`src/rtl/dmem_pkg.sv`:
```
// dmem_pkg: shared definitions for the dual-lane data-memory arbiter.
//   DEF_ADDR_W / DEF_DATA_W / DEF_CNT_W : default widths
//   state_t      : arbiter FSM states
//   pair_kind_t  : how a pair of same-cycle lane requests is serviced
//   classify_pair: maps two requests to a pair_kind_t
package dmem_pkg;

  localparam int DEF_ADDR_W = 32;
  localparam int DEF_DATA_W = 32;
  localparam int DEF_CNT_W  = 16;

  typedef enum logic {
    FIRST,
    SECOND
  } state_t;

  typedef enum logic [2:0] {
    SINGLE,    // zero or one lane requesting
    MERGE_LL,  // load/load, same word: one read feeds both lanes
    MERGE_SS,  // store/store, same word: younger lane's data wins
    FWD_SL,    // store(0)/load(1), same word: forward lane 0 data
    CONFLICT   // needs two memory cycles
  } pair_kind_t;

  // Load(0)/store(1) to the same word cannot merge: lane 0 must see the
  // old value, so it is serialised like a different-word pair.
  function automatic pair_kind_t classify_pair(
    input logic req0,
    input logic we0,
    input logic req1,
    input logic we1,
    input logic same_word
  );
    if (!(req0 && req1)) return SINGLE;
    if (!same_word)      return CONFLICT;
    case ({we0, we1})
      2'b00:   return MERGE_LL;
      2'b11:   return MERGE_SS;
      2'b10:   return FWD_SL;
      default: return CONFLICT;
    endcase
  endfunction

endpackage

```
`src/rtl/dmem_arbiter_if.sv`:
```
// dmem_arbiter_if: lane-side and memory-side signals of the arbiter.
//   lane inputs : req0/we0/addr0/wdata0, req1/we1/addr1/wdata1
//   lane outputs: rdata0, rdata1, stall
//   memory side : mem_write, mem_address, mem_write_data (out), mem_read_data (in)
//   slave  modport: the arbiter
//   master modport: pipeline + memory environment
interface dmem_arbiter_if
  import dmem_pkg::*;
#(
  parameter int ADDR_W = DEF_ADDR_W,
  parameter int DATA_W = DEF_DATA_W
);

  logic              req0;
  logic              we0;
  logic [ADDR_W-1:0] addr0;
  logic [DATA_W-1:0] wdata0;
  logic              req1;
  logic              we1;
  logic [ADDR_W-1:0] addr1;
  logic [DATA_W-1:0] wdata1;
  logic [DATA_W-1:0] rdata0;
  logic [DATA_W-1:0] rdata1;
  logic              stall;
  logic              mem_write;
  logic [ADDR_W-1:0] mem_address;
  logic [DATA_W-1:0] mem_write_data;
  logic [DATA_W-1:0] mem_read_data;

  modport slave (
    input  req0, we0, addr0, wdata0,
    input  req1, we1, addr1, wdata1,
    input  mem_read_data,
    output rdata0, rdata1, stall,
    output mem_write, mem_address, mem_write_data
  );

  modport master (
    output req0, we0, addr0, wdata0,
    output req1, we1, addr1, wdata1,
    output mem_read_data,
    input  rdata0, rdata1, stall,
    input  mem_write, mem_address, mem_write_data
  );

endinterface

```
`src/rtl/dmem_pair_classifier.sv`:
```
// dmem_pair_classifier: combinational classification of the two lanes'
// requests for the current cycle.
//   i_req0/i_we0/i_word0 : lane 0 request, store flag, word index
//   i_req1/i_we1/i_word1 : lane 1 request, store flag, word index
//   o_kind               : pair kind (see dmem_pkg::pair_kind_t)
module dmem_pair_classifier
  import dmem_pkg::*;
#(
  parameter int WORD_W = DEF_ADDR_W - 2
) (
  input  logic              i_req0,
  input  logic              i_we0,
  input  logic [WORD_W-1:0] i_word0,
  input  logic              i_req1,
  input  logic              i_we1,
  input  logic [WORD_W-1:0] i_word1,
  output pair_kind_t        o_kind
);

  logic w_same_word;

  assign w_same_word = (i_word0 == i_word1);
  assign o_kind      = classify_pair(i_req0, i_we0, i_req1, i_we1, w_same_word);

endmodule

```
`src/rtl/dmem_arbiter.sv`:
```
// dmem_arbiter: shares one single-port word-addressed data memory between
// the two load/store lanes. Conflicting pairs are serialised in program
// order with a one-cycle stall; safe same-word pairs are merged/forwarded.
//   clk            : system clock (memory samples on negedge)
//   reset_n        : synchronous active-low reset
//   bus            : dmem_arbiter_if.slave (lane and memory signals)
//   conflict_count : saturating count of conflict stall cycles
//
// state  | meaning
// FIRST  | normal issue; conflicting pair drives lane 0 and stalls
// SECOND | second half of a conflict; drives lane 1, lane 0 data from hold
module dmem_arbiter
  import dmem_pkg::*;
#(
  parameter int ADDR_W = DEF_ADDR_W,
  parameter int DATA_W = DEF_DATA_W,
  parameter int CNT_W  = DEF_CNT_W
) (
  input  logic              clk,
  input  logic              reset_n,
  dmem_arbiter_if.slave     bus,
  output logic [CNT_W-1:0]  conflict_count
);

  localparam logic [CNT_W-1:0] CNT_MAX = {CNT_W{1'b1}};

  state_t            r_state;
  state_t            w_next;
  logic [DATA_W-1:0] r_hold0;
  logic [CNT_W-1:0]  r_cnt;

  pair_kind_t        w_kind;
  logic              w_conflict;
  logic              w_stall;
  logic              w_mem_write;
  logic [ADDR_W-1:0] w_mem_address;
  logic [DATA_W-1:0] w_mem_wdata;
  logic [DATA_W-1:0] w_rdata0;
  logic [DATA_W-1:0] w_rdata1;

  dmem_pair_classifier #(
    .WORD_W (ADDR_W - 2)
  ) u_classifier (
    .i_req0  (bus.req0),
    .i_we0   (bus.we0),
    .i_word0 (bus.addr0[ADDR_W-1:2]),
    .i_req1  (bus.req1),
    .i_we1   (bus.we1),
    .i_word1 (bus.addr1[ADDR_W-1:2]),
    .o_kind  (w_kind)
  );

  always_comb begin
    w_next        = r_state;
    w_conflict    = 1'b0;
    w_stall       = 1'b0;
    w_mem_write   = 1'b0;
    w_mem_address = bus.addr0;
    w_mem_wdata   = bus.wdata0;
    w_rdata0      = bus.mem_read_data;
    w_rdata1      = bus.mem_read_data;

    case (r_state)
      FIRST: begin
        case (w_kind)
          SINGLE: begin
            if (bus.req1 && !bus.req0) begin
              w_mem_write   = bus.we1;
              w_mem_address = bus.addr1;
              w_mem_wdata   = bus.wdata1;
            end else begin
              w_mem_write   = bus.req0 & bus.we0;
            end
          end
          MERGE_LL: begin
            w_mem_write = 1'b0;
          end
          MERGE_SS: begin
            w_mem_write   = 1'b1;
            w_mem_address = bus.addr1;
            w_mem_wdata   = bus.wdata1;
          end
          FWD_SL: begin
            w_mem_write = 1'b1;
            w_rdata1    = bus.wdata0;
          end
          default: begin
            w_mem_write = bus.we0;
            w_stall     = 1'b1;
            w_conflict  = 1'b1;
            w_next      = SECOND;
          end
        endcase
      end
      SECOND: begin
        w_mem_write   = bus.we1;
        w_mem_address = bus.addr1;
        w_mem_wdata   = bus.wdata1;
        w_rdata0      = r_hold0;
        w_next        = FIRST;
      end
      default: begin
        w_next = FIRST;
      end
    endcase
  end

  always_ff @(posedge clk) begin
    if (!reset_n) begin
      r_state <= FIRST;
      r_hold0 <= '0;
      r_cnt   <= '0;
    end else begin
      r_state <= w_next;
      if (w_conflict) begin
        r_hold0 <= bus.mem_read_data;
        if (r_cnt != CNT_MAX) begin
          r_cnt <= r_cnt + CNT_W'(1);
        end
      end
    end
  end

  // Stall is held low while reset is asserted so the pipeline is released
  // as soon as the state register returns to FIRST.
  assign bus.stall          = w_stall & reset_n;
  assign bus.mem_write      = w_mem_write;
  assign bus.mem_address    = w_mem_address;
  assign bus.mem_write_data = w_mem_wdata;
  assign bus.rdata0         = w_rdata0;
  assign bus.rdata1         = w_rdata1;
  assign conflict_count     = r_cnt;

endmodule

```
`src/flat_wrapper.sv`:
```
// flat-port wrapper written by rule: the top's interface ports become plain ports
module dmem_arbiter_flat import dmem_pkg::*;
#(
  parameter int ADDR_W = DEF_ADDR_W,
  parameter int DATA_W = DEF_DATA_W,
  parameter int CNT_W  = DEF_CNT_W
)
  (clk, reset_n, conflict_count, bus_req0, bus_we0, bus_addr0, bus_wdata0, bus_req1, bus_we1, bus_addr1, bus_wdata1, bus_mem_read_data, bus_rdata0, bus_rdata1, bus_stall, bus_mem_write, bus_mem_address, bus_mem_write_data);
  dmem_arbiter_if #(.ADDR_W(ADDR_W), .DATA_W(DATA_W)) bus_i ();
  input  logic clk;
  input  logic reset_n;
  output logic [CNT_W-1:0] conflict_count;
  input wire logic [$bits(bus_i.req0)-1:0] bus_req0;
  input wire logic [$bits(bus_i.we0)-1:0] bus_we0;
  input wire logic [$bits(bus_i.addr0)-1:0] bus_addr0;
  input wire logic [$bits(bus_i.wdata0)-1:0] bus_wdata0;
  input wire logic [$bits(bus_i.req1)-1:0] bus_req1;
  input wire logic [$bits(bus_i.we1)-1:0] bus_we1;
  input wire logic [$bits(bus_i.addr1)-1:0] bus_addr1;
  input wire logic [$bits(bus_i.wdata1)-1:0] bus_wdata1;
  input wire logic [$bits(bus_i.mem_read_data)-1:0] bus_mem_read_data;
  output wire logic [$bits(bus_i.rdata0)-1:0] bus_rdata0;
  output wire logic [$bits(bus_i.rdata1)-1:0] bus_rdata1;
  output wire logic [$bits(bus_i.stall)-1:0] bus_stall;
  output wire logic [$bits(bus_i.mem_write)-1:0] bus_mem_write;
  output wire logic [$bits(bus_i.mem_address)-1:0] bus_mem_address;
  output wire logic [$bits(bus_i.mem_write_data)-1:0] bus_mem_write_data;
  assign bus_i.req0 = bus_req0;
  assign bus_i.we0 = bus_we0;
  assign bus_i.addr0 = bus_addr0;
  assign bus_i.wdata0 = bus_wdata0;
  assign bus_i.req1 = bus_req1;
  assign bus_i.we1 = bus_we1;
  assign bus_i.addr1 = bus_addr1;
  assign bus_i.wdata1 = bus_wdata1;
  assign bus_i.mem_read_data = bus_mem_read_data;
  assign bus_rdata0 = bus_i.rdata0;
  assign bus_rdata1 = bus_i.rdata1;
  assign bus_stall = bus_i.stall;
  assign bus_mem_write = bus_i.mem_write;
  assign bus_mem_address = bus_i.mem_address;
  assign bus_mem_write_data = bus_i.mem_write_data;
  dmem_arbiter #(.ADDR_W(ADDR_W), .DATA_W(DATA_W), .CNT_W(CNT_W)) u_core (.clk(clk), .reset_n(reset_n), .bus(bus_i), .conflict_count(conflict_count));
endmodule
```
`config.mk`:
```
export PLATFORM = sky130hd
export DESIGN_NAME = dmem_arbiter_flat
export DESIGN_NICKNAME = d
export VERILOG_FILES = /design/src/rtl/dmem_pkg.sv /design/src/rtl/dmem_arbiter_if.sv /design/src/rtl/dmem_pair_classifier.sv /design/src/rtl/dmem_arbiter.sv /design/src/flat_wrapper.sv
export SDC_FILE = /design/constraint.sdc
export NUM_CORES = 1
export LEC_CHECK = 0
export CORE_AREA = 2 2 120 122
export CTS_CLUSTER_SIZE = 20
export DETAILED_ROUTE_END_ITERATION = 6
export DIE_AREA = 0 0 122 124
export PLACE_DENSITY = 0.81
export SETUP_SLACK_MARGIN = 0.2
export SYNTH_ARGS = -nofsm -noshare
export SYNTH_HDL_FRONTEND = slang
export SYNTH_HIERARCHICAL = 1
export SYNTH_SLANG_ARGS = --single-unit
```
`constraint.sdc`:
```
create_clock -name clk -period 8.35 [get_ports clk]
set_input_delay 1.2525 -clock clk [delete_from_list [all_inputs] [get_ports clk]]
set_output_delay 1.2525 -clock clk [all_outputs]
set_load 0.005 [all_outputs]
```
* Word level (Yosys, flattened, before mapping)
Cells that the tools add are included.
** Cells by class
- Divide/modulo/power cells :: 0
- Add/subtract/negate cells :: 1
- Bitwise gates (word level) :: 3
- Multipliers :: 0
- Shift operators :: 0
- Muxes and demuxes :: 22
- Reduce and logical (&&, ||, !) cells :: 8
- Magnitude comparators :: 0
- Equality and inequality tests :: 7
** Operators with widths (number)
- $pmux 32 s2 :: 4
- $mux 32 :: 5
- $eq 30x30->1 :: 1
- $add 16x1->16 const B :: 1
- $ne 16x16->1 const B :: 1
- $mux 3 :: 4
- $pmux 3 s3 :: 1
- $eq 3x2->1 const B :: 2
- $mux 1 :: 5
- $eq 2x2->1 const B :: 2
- $pmux 1 s2 :: 2
- $reduce_or 4->1 :: 1
- $eq 3x1->1 const B :: 1
- $logic_not 3->1 :: 1
- $pmux 1 s3 :: 1
- $and 1x1->1 :: 2
- $logic_and 1x1->1 :: 2
- $logic_not 2->1 :: 1
- $reduce_and 2->1 :: 1
- $reduce_or 2->1 :: 1
- $logic_not 1->1 :: 1
- $not 1->1 :: 1
** Word-level totals
- RAM bits :: 0
- Memories kept :: 0
- Bits of input ports :: 166
- Output and inout port bits :: 146
- ROM bits :: 0
- Flip-flop bits (word level) :: 49
- Bits in latches :: 0

* Logic depth before layout (Yosys ltp)
Gate-level depths: netlist of run 1.
- Depth in word-level cells :: 10
- Depth in mapped cells :: 10
- Gate-level depth less buffers :: 8

* Modules after synthesis
The synthesis of run 1 kept the hierarchy.
** By module, submodules not included
- dmem_arbiter :: instances 1, cells an instance 389, sequential area each 980.9 µm², area an instance 3525.9 µm²
- dmem_pair_classifier :: instances 1, cells an instance 47, sequential area each 0.0 µm², area an instance 361.6 µm²

* Worst setup path before layout of run 1
OpenSTA, ideal clock, no wires.
- Kind :: input to output
- Start point :: input port bus_addr1[30]
- End point :: output port bus_mem_address[5]
- Data arrival time :: 3.258 ns
- Slack :: 3.839 ns
- Stages :: 10
- Buffers on the path :: 2
- Cells stage by stage :: xor2_1 > nor4_1 > nand4_1 > o311a_1 > nor2_1 > o21ai_0 > nand2b_1 > buf_2 > buf_2 > mux2_2
** Between the ends
- Cells in the longest elaborated chain, start to end :: 8
** RTL lines
- start, declared :: RTL line flat_wrapper.sv:19 : input wire logic [$bits(bus_i.addr1)-1:0] bus_addr1;
- $eq 30x30->1 * :: RTL line dmem_pair_classifier.sv:22 : assign w_same_word = (i_word0 == i_word1);
- $mux 1 (2 in series) :: RTL line dmem_pkg.sv:35 : if (!same_word) return CONFLICT;
- $mux 3 * :: RTL line dmem_pkg.sv:36 : case ({we0, we1})
- $mux 3 * :: RTL line dmem_pkg.sv:35
- named net u_core.w_kind[2] :: RTL line dmem_arbiter.sv:32 : pair_kind_t w_kind;
- $eq 3x2->1 or $logic_not 3->1 (tied branches) :: RTL line dmem_arbiter.sv:65 : case (w_kind)
- $pmux 32 s2 * :: RTL line dmem_arbiter.sv:65
- $pmux 32 s2 * :: RTL line dmem_arbiter.sv:63 : case (r_state)
- end, declared :: RTL line flat_wrapper.sv:26 : output wire logic [$bits(bus_i.mem_address)-1:0] bus_mem_address;
Mark *: on every way through the listed nets, which the timed path passes. The rest lies on a longest branch. The select of a mux whose other input is x is not followed.

* Final worst setup path of run 1
- Start point :: input port bus_addr1[15]
- End point :: output port bus_mem_address[6]
Same word-level chain as after synthesis.

==> flow_summary.toml, run 1 <==
[status]
status = "finished, final reports clean"

[placement]
dp_hpwl_mm = 11.9
place_congestion = 0.770
pre_cts_ws_ns = 2.13
placed_cell_area_um2 = 7140
io_buffers = 311

[floorplan]
die_w_um = 122
die_area_um2 = 15100
initial_core_util = 0.283
num_rows = 43
fp.dieH_um = 124
core-area_um2 = 13700
ios = 312

[route]
via_per_inst = 4.85
drc = 0
final_antenna_net_count = 0
drtIter0Drc = 122
routedWlPerCell_um = 16.2
drt-total-wl_mm = 14.8
vias = 4414
first_pass_iters = 4

[synthesis]
synth_xor_area_frac = 0.0721
ys_seq_area_frac = 0.252
synthSimpleGateAreaFrac = 0.164
synth_async_sr_flop_share = 0
yosysTopAreaCellShare = 0.287
synth-edff-count = 0
ys.flop_type = "dfxtp_1"
synth_cell_types = 44
synth_seq_cells = 49
synth_nets = 603
synth.area.top_cells = "mux2_2 29%, dfxtp_1 25%, mux2_1 8.4%"
synth_top_family_by_area = "multiplexers"
syn_area_um2 = 3890
ys_warn_count = 6
yosysMostFrequentCell = "mux2_2"
synthMuxAreaShare = 0.379
synthAdderAreaFrac = 0.00322
syn_inst = 436
synth-compound-area-share = 0.0937
avgSynthCellArea_um2 = 8.92
ys_top_cells_by_count = "99 x mux2_2, 73 x nand2_1, 49 x dfxtp_1"
synth_top_area_cell = "mux2_2"

[global_routing]
grtUsageTotal = 0.177
globalRouteOverflowTotal = 0
grt_pass1_wl_mm = 21.3
antenna_found_initial = 0
grt_pass1_vias = 4196
grt_max_degree = 65

[layout]
nets = 897
areaGrowthSynthToFinish_pct = 87.4
stdcell_area_um2 = 7280
drive_above_1_share = 0.163
antenna_cells = 0

[clocking]
cts_max_level = 2
cts_tree = "yes"
cts_num_sinks = 49
numCtsBuffers = 5
clk_latency_ns = 0.28
post-cts-setup-buffers = 0
clock_path_buffers = 2
root_buffer = "clkbuf_16"
path_clk_slew_ns = 0.06
cts_hold_buf = 0
cts_resized = 0

[sta]
period_share = 0.735
slew_headroom = 0.390
skew_ns = 0.00526
setup_violations = 0
period_minus_slack_ns = 6.14
hold_ws_ns = 0.451
rsz0062_at_grt = "no"
final-max-slew-violation-count = 0
hold_violations = 0
tightest_slew_ns = 0.916
finalWorstSetupSlack_ns = 2.21
fmax_ghz = 0.163
setup_tns_ns = 0

[setup_path]
regToRegStartpoint = "u_core/r_state"
cp-end-kind = "primary output"
r2r_cells = 5
cp-start-kind = "primary input"
cp_max_fo = 64
r2r-end = "u_core/conflict_count[12]"
cp-startpoint = "bus_addr1[15]"
regToRegSetupSlack_ns = 6.18
cp.required_ns = 7.10
worstPathArrival_ns = 4.89
path_class = "in2out"
endpoint = "bus_mem_address[6]"

[power]
power_per_cell_area_nw_per_um2 = 102
power_uw = 741
ir_drop_uv = 92.5
p_leak_nw = 2.57

[hold_path]
hold_path_class = "reg2reg"

[job]
drv_cap = 0
## final cells by class
class	instances	area (um^2)
fillers	1262	6440
repair buffers	315	3140
multi-input cells	356	2780
flip-flops and latches	49	982
well taps	180	225
clock buffers	6	129
clock inverters	2	15.0
inverters	3	11.3
## kinds of logic (layout without fill, tap and decap cells)
| family | after synthesis | in the layout |
|---|---|---|
| adder cells (fa/ha/maj) | 1 | 1 |
| AO/OA/AOI/OAI | 61 | 61 |
| AND/OR/NAND/NOR | 131 | 131 |
| multiplexers | 131 | 131 |
| flip-flops | 49 | 49 |
| XOR/XNOR | 32 | 32 |
| buffers and inverters | 31 | 326 |
## power by group
group / switching [mW] / internal [mW] / leakage (nW)
clock: 0.0851 / 0.111 / 0.0631
sequential: 0.00694 / 0.242 / 0.399
combinational: 0.0966 / 0.200 / 2.11
## critical path, stage by stage
cell,delay (ns)
clkdlybuf4s50_1,0.43
xor2_1,0.18
nor4_1,0.38
nand4_1,0.24
o311a_1,0.48
nor2_1,0.15
o21ai_0,0.15
nand2b_4,0.70
mux2_2,0.44
clkdlybuf4s50_1,0.46
## metal layers
| layer | vias to the layer above | part of all wire | track usage |
|---|---|---|---|
| li1 | 2161 | - | - |
| met1 | 2035 | 0.38 | 0.204 |
| met2 | 210 | 0.51 | 0.331 |
| met3 | 8 | 0.096 | 0.0421 |
| met4 | 0 | 0.0085 | 0.0395 |
| met5 | - | 0 | 0 |
## cell usage in the layout, fill, tap and decap left out, types with 4 or more instances in the layout
cell	instances
xor2_1	31
mux2_2	99
mux2_1	29
nand2_1	73
clkdlybuf4s50_1	311
a21oi_1	41
clkbuf_16	5
nor4_1	11
or4_1	4
o21ai_0	6
or3_1	4
dfxtp_1	48
nand2b_1	4
nand4_1	5
nor2_1	9
nand3_1	4
o31ai_1	4
buf_4	4
## through the flow
step	cells	utilization
final	911	0.531
after global routing	911	0.531
after CTS	911	0.531
after detailed placement	903	0.520
after global placement	903	0.520
after floorplan	436	-
## registers in the layout, indices dropped and copies added, names as in the netlist
signal	flops
u_core/r_hold0	32
u_core/r_state	1
u_core/conflict_count	16
## worst min-delay path by stage
stage / start / end / slack, ns / cells past startpoint
final: u_core/r_hold0[10] / u_core/r_hold0[10] / 0.45 / 2
after global routing: u_core/r_hold0[10] / u_core/r_hold0[10] / 0.47 / 2
after CTS: u_core/r_hold0[5] / u_core/r_hold0[5] / 0.46 / 2
after detailed placement: u_core/r_hold0[11] / u_core/r_hold0[11] / 0.45 / 2
after global placement: u_core/r_hold0[2] / u_core/r_hold0[2] / 0.44 / 2
after floorplan: u_core/r_hold0[0] / u_core/r_hold0[0] / 0.43 / 2
No activity file was read; power rests on OpenSTA's default activity.
==> run 2, diff against run 1 <==
--- a/config.mk
+++ b/config.mk
@@ -5,11 +5,11 @@
 export SDC_FILE = /design/constraint.sdc
 export NUM_CORES = 1
 export LEC_CHECK = 0
-export CORE_AREA = 2 2 120 122
+export CORE_AREA = 2 2 121 123
 export CTS_CLUSTER_SIZE = 20
 export DETAILED_ROUTE_END_ITERATION = 6
-export DIE_AREA = 0 0 122 124
-export PLACE_DENSITY = 0.81
+export DIE_AREA = 0 0 123 125
+export PLACE_DENSITY = 0.82
 export SETUP_SLACK_MARGIN = 0.2
 export SYNTH_ARGS = -nofsm -noshare
 export SYNTH_HDL_FRONTEND = slang
==> constraint.sdc (replaced) <==
create_clock -name clk -period 5.2 [get_ports clk]
set_input_delay 0.78 -clock clk [delete_from_list [all_inputs] [get_ports clk]]
set_output_delay 0.78 -clock clk [all_outputs]
set_load 0.005 [all_outputs]
==> flow_summary.toml, run 2 (same netlist as run 1, synthesis figures left out) <==
[status]
status = "finished, final reports clean"

[layout]
regMostFlops = "u_core/r_hold0"
final_common_cell = "clkdlybuf4s50_1"
fillers = 1314
most-common-layout-cells = "311 x clkdlybuf4s50_1, 99 x mux2_2, 73 x nand2_1"
nets = 908
drive_above_1_share = 0.179
largest_register_ffs = 32
stdcell_area_um2 = 7470
layout.area.seq_um2 = 982
antenna_cells = 0
areaGrowthSynthToFinish_pct = 92.2
multi_input_area_um2 = 2800

[power]
pwr-share-clk = 0.296
power_mw = 1.27
internal-power_uw = 961
seqPwrFrac = 0.314
combPwrFrac = 0.389
ir_drop_uv = 119
power_per_cell_area_nw_per_um2 = 170
p_leak_nw = 2.67
power.switching_uw = 310
p_sw_frac = 0.244

[floorplan]
initial_core_util = 0.274
ios = 312
fp.dieH_um = 125
die_area_um2 = 15400
core-area_um2 = 14200
die_w_um = 123
num_rows = 44

[setup_path]
cp.required_ns = 4.42
r2r-end = "u_core/conflict_count[14]"
regToRegStartpoint = "u_core/r_state"
cp-end-kind = "primary output"
path_cells = "clkdlybuf4s50_1, xor2_1, nor4_1, buf_4, nand4_1, o311a_4, nor2_1, o21ai_2, nand2b_4, buf_4, mux2_1, clkdlybuf4s50_1"
cpMaxStageDelayCell = "o311a_4"
r2r_cells = 4
critPathBufInv = 4
path_class = "in2out"
cp-start-kind = "primary input"
worstSetupPathDepth = 12
slowest_delay_ns = 0.46
crit_family = "buffers and inverters"
worstPathArrival_ns = 4.02
regToRegSetupSlack_ns = 2.73
cp_max_fo = 8

[clocking]
cts_tree = "yes"
cts_hold_buf = 0
cts_max_level = 2
numCtsBuffers = 5
clk_latency_ns = 0.28
path_clk_slew_ns = 0.06
root_buffer = "clkbuf_16"
clock_path_buffers = 2
cts_num_sinks = 49

[sta]
final-max-slew-violation-count = 0
skew_ns = 0.00521
fmax_ghz = 0.208
tightest_slew_ns = 0.971
hold_violations = 0
period_minus_slack_ns = 4.80
setup_violations = 0
slew_headroom = 0.353
period_share = 0.924
rsz0062_at_grt = "no"
hold_ws_ns = 0.451
setup_tns_ns = 0

[hold_path]
hold_end = "u_core/r_hold0[2]"
worstHoldPathCells = 2
hp-start = "u_core/r_hold0[2]"
hold_path_class = "reg2reg"

[global_routing]
grt_pass1_wl_mm = 22.3
grt_max_degree = 47
grtUsageTotal = 0.181
grt_pass1_vias = 4439
antenna_found_initial = 0
globalRouteOverflowTotal = 0

[job]
drv_cap = 0

[route]
drt-total-wl_mm = 15.5
drtIter0Drc = 200
routedWlPerCell_um = 16.8
vias = 4516
final_antenna_net_count = 0
via_per_inst = 4.88
drc = 0
first_pass_iters = 4

[placement]
dp_hpwl_mm = 12.4
placed_cell_area_um2 = 7230
io_buffers = 311
place_congestion = 0.827
## run 2: worst min-delay path, cell delays in order (launching register included)
cell and delay (ns):
dfxtp_1 0.31, nand2_1 0.05, a21oi_1 0.05
## run 2: final cells by class
| class | count | area share |
|---|---|---|
| repair buffers | 325 | 0.438 |
| multi-input cells | 357 | 0.375 |
| flip-flops and latches | 49 | 0.131 |
| well taps | 184 | 0.0308 |
| clock buffers | 7 | 0.0191 |
| clock inverters | 1 | 0.00402 |
| inverters | 3 | 0.00151 |
## run 2: power groups by stage
stage               logic, mW  clock network (mW)  registers (mW)
floorplan               0.160                   0           0.401
global placement        0.484                   0           0.407
detailed placement      0.489                   0           0.408
CTS                     0.492               0.383           0.399
global route            0.528               0.401           0.401
finish                  0.495               0.377           0.399
## run 2: metrics by stage
| step | instances | setup slack, ns | utilization |
|---|---|---|---|
| 6_report | 926 | 0.397 | 0.526 |
| 5_1_grt | 926 | 0.219 | 0.526 |
| 4_1_cts | 921 | 0.284 | 0.521 |
| 3_5_place_dp | 913 | 0.297 | 0.509 |
| 3_3_place_gp | 913 | 0.316 | 0.509 |
| 2_1_floorplan | 436 | 1.63 | - |
## run 2: repair_timing
| action | in CTS | in global routing |
|---|---|---|
| gates resized for setup | 0 | 3 |
| buffers inserted | 0 | 3 |
| endpoints found under the setup margin | 0 | 57 |
## run 2: routing by layer
layer  vias up  track usage  routed length [um]
met5         -            0                   0
met3        16       0.0392                1430
met1      2066        0.200                5880
li1       2188            -                   -
met4         0       0.0348                 196
met2       246        0.348                8010
## run 2: worst max path at each step
stage	from	end	slack, ns
final	bus_addr1[9]	bus_mem_address[22]	0.40
after global routing	bus_addr1[18]	bus_mem_address[22]	0.22
after CTS	bus_addr1[15]	bus_mem_address[4]	0.28
after detailed placement	bus_addr1[15]	bus_mem_address[4]	0.30
after global placement	bus_addr1[9]	bus_mem_address[4]	0.32
after floorplan	bus_addr1[30]	bus_mem_address[5]	1.63
==> run 3, diff against run 2 <==
--- a/config.mk
+++ b/config.mk
@@ -5,11 +5,11 @@
 export SDC_FILE = /design/constraint.sdc
 export NUM_CORES = 1
 export LEC_CHECK = 0
-export CORE_AREA = 2 2 121 123
+export CORE_MARGIN = 2
+export CORE_UTILIZATION = 23
 export CTS_CLUSTER_SIZE = 20
 export DETAILED_ROUTE_END_ITERATION = 6
-export DIE_AREA = 0 0 123 125
-export PLACE_DENSITY = 0.82
+export PLACE_DENSITY_LB_ADDON = 0.05
 export SETUP_SLACK_MARGIN = 0.2
 export SYNTH_ARGS = -nofsm -noshare
 export SYNTH_HDL_FRONTEND = slang
==> flow_summary.toml, run 3 (same netlist as run 1, synthesis figures left out) <==
[route]
vias = 4470
drt-total-wl_mm = 16.1
drc = 0
drtIter0Drc = 129
via_per_inst = 4.66
first_pass_iters = 4
final_antenna_net_count = 0
routedWlPerCell_um = 16.8

[global_routing]
grtUsageTotal = 0.165
grt_pass1_vias = 4400
grt_max_degree = 48
grt_pass1_wl_mm = 23.9
antenna_found_initial = 0
globalRouteOverflowTotal = 0

[setup_path]
critPathBufInv = 3
cp.required_ns = 4.42
path_cells = "clkdlybuf4s50_1, xor2_1, nor4_1, nand2_1, o311a_1, nor2_1, o21ai_0, nand2b_4, buf_12, mux2_1, clkdlybuf4s50_1"
path_class = "in2out"
regToRegStartpoint = "u_core/r_state"
crit_family = "buffers and inverters"
cpMaxStageDelayCell = "clkdlybuf4s50_1"
crit_path_frequent_cell = "clkdlybuf4s50_1"
worstPathArrival_ns = 4.05
regToRegSetupSlack_ns = 2.93
cp_max_fo = 33
worstSetupPathDepth = 11
slowest_delay_ns = 0.46
r2r-end = "u_core/conflict_count[12]"
r2r_cells = 5
cp-end-kind = "primary output"
cp-start-kind = "primary input"

[layout]
fillers = 1606
largest_register_ffs = 32
nets = 905
regMostFlops = "u_core/r_hold0"
layout.area.seq_um2 = 982
final_common_cell = "clkdlybuf4s50_1"
multi_input_area_um2 = 2800
drive_above_1_share = 0.177
most-common-layout-cells = "311 x clkdlybuf4s50_1, 99 x mux2_2, 73 x nand2_1"
areaGrowthSynthToFinish_pct = 92.1
antenna_cells = 0

[sta]
final-max-slew-violation-count = 0
slew_headroom = 0.372
tightest_slew_ns = 0.942
rsz0062_at_grt = "no"
period_minus_slack_ns = 4.83
finalWorstSetupSlack_ns = 0.373
skew_ns = 0.00478
period_share = 0.928
hold_violations = 0
fmax_ghz = 0.207
setup_violations = 0
setup_tns_ns = 0

[job]
drv_cap = 0

[hold_path]
hp-start = "u_core/r_hold0[2]"
hold_end = "u_core/r_hold0[2]"
worstHoldPathCells = 2
hold_path_class = "reg2reg"

[clocking]
numCtsBuffers = 5
cts_tree = "yes"
cts_num_sinks = 49
clk_latency_ns = 0.28
clock_path_buffers = 2
path_clk_slew_ns = 0.06
cts_hold_buf = 0
root_buffer = "clkbuf_16"
cts_max_level = 2

[placement]
place_congestion = 0.834
pre_cts_ws_ns = 0.282
io_buffers = 311
dp_hpwl_mm = 12.7

[power]
power_per_cell_area_nw_per_um2 = 170
power_mw = 1.27
p_leak_nw = 2.64
ir_drop_uv = 130

[floorplan]
num_rows = 47
initial_core_util = 0.235
ios = 312
fp.dieH_um = 134
core-area_um2 = 16500
die_area_um2 = 18000
die_w_um = 134

[status]
status = "finished, final reports clean"
==> run 3: repair_timing <==
item                       in CTS  in global routing
resized for setup               0                  2
setup endpoints to repair       0                 54
buffers inserted                0                  5
==> run 3: final cells by class <==
class | instances | area share
Timing Repair Buffer | 323 | 0.432
Sequential cell | 49 | 0.132
Clock inverter | 1 | 0.00402
Inverter | 3 | 0.00151
Clock buffer | 7 | 0.0191
Tap cell | 220 | 0.0369
Multi-Input combinational cell | 356 | 0.375
==> run 3: power breakdown <==
part | switching (mW) | leakage, nW | internal, mW
logic | 0.162 | 2.16 | 0.329
clock network | 0.136 | 0.0841 | 0.240
registers | 0.0108 | 0.399 | 0.388
==> run 3: worst max path at each step <==
stage             startpoint                  end  slack, ns
6_report       bus_addr1[19]  bus_mem_address[13]       0.37
5_1_grt        bus_addr1[15]  bus_mem_address[16]       0.23
4_1_cts         bus_addr1[9]   bus_mem_address[8]       0.27
3_5_place_dp    bus_addr1[9]   bus_mem_address[8]       0.28
3_3_place_gp   bus_addr1[15]   bus_mem_address[5]       0.31
2_1_floorplan  bus_addr1[30]   bus_mem_address[5]       1.63
==> run 3: layer usage <==
layer  track usage  vias to the layer above  part of all wire
met5             0                        -                 0
met4        0.0355                        0             0.014
met2         0.311                      207              0.51
met3        0.0514                       10             0.095
met1         0.180                     2058              0.39
li1              -                     2195                 -
==> run 3: metrics by stage <==
stage | instance area (um^2) | utilization | hold WS (ns) | cells
final | 7470 | 0.452 | 0.452 | 959
after global routing | 7470 | 0.452 | 0.473 | 959
after CTS | 7420 | 0.449 | 0.456 | 954
after detailed placement | 7250 | 0.438 | 0.445 | 946
after global placement | 7250 | 0.438 | 0.438 | 946
after floorplan | 3890 | - | 0.433 | 436
==> run 3: worst register-to-register path, delay by kind of cell (launching register included) <==
kind / cells / cell delay [ns]
simple gates: 3 / 1.19
flops: 1 / 0.60
buf+inv: 1 / 0.26
compound gates: 1 / 0.14
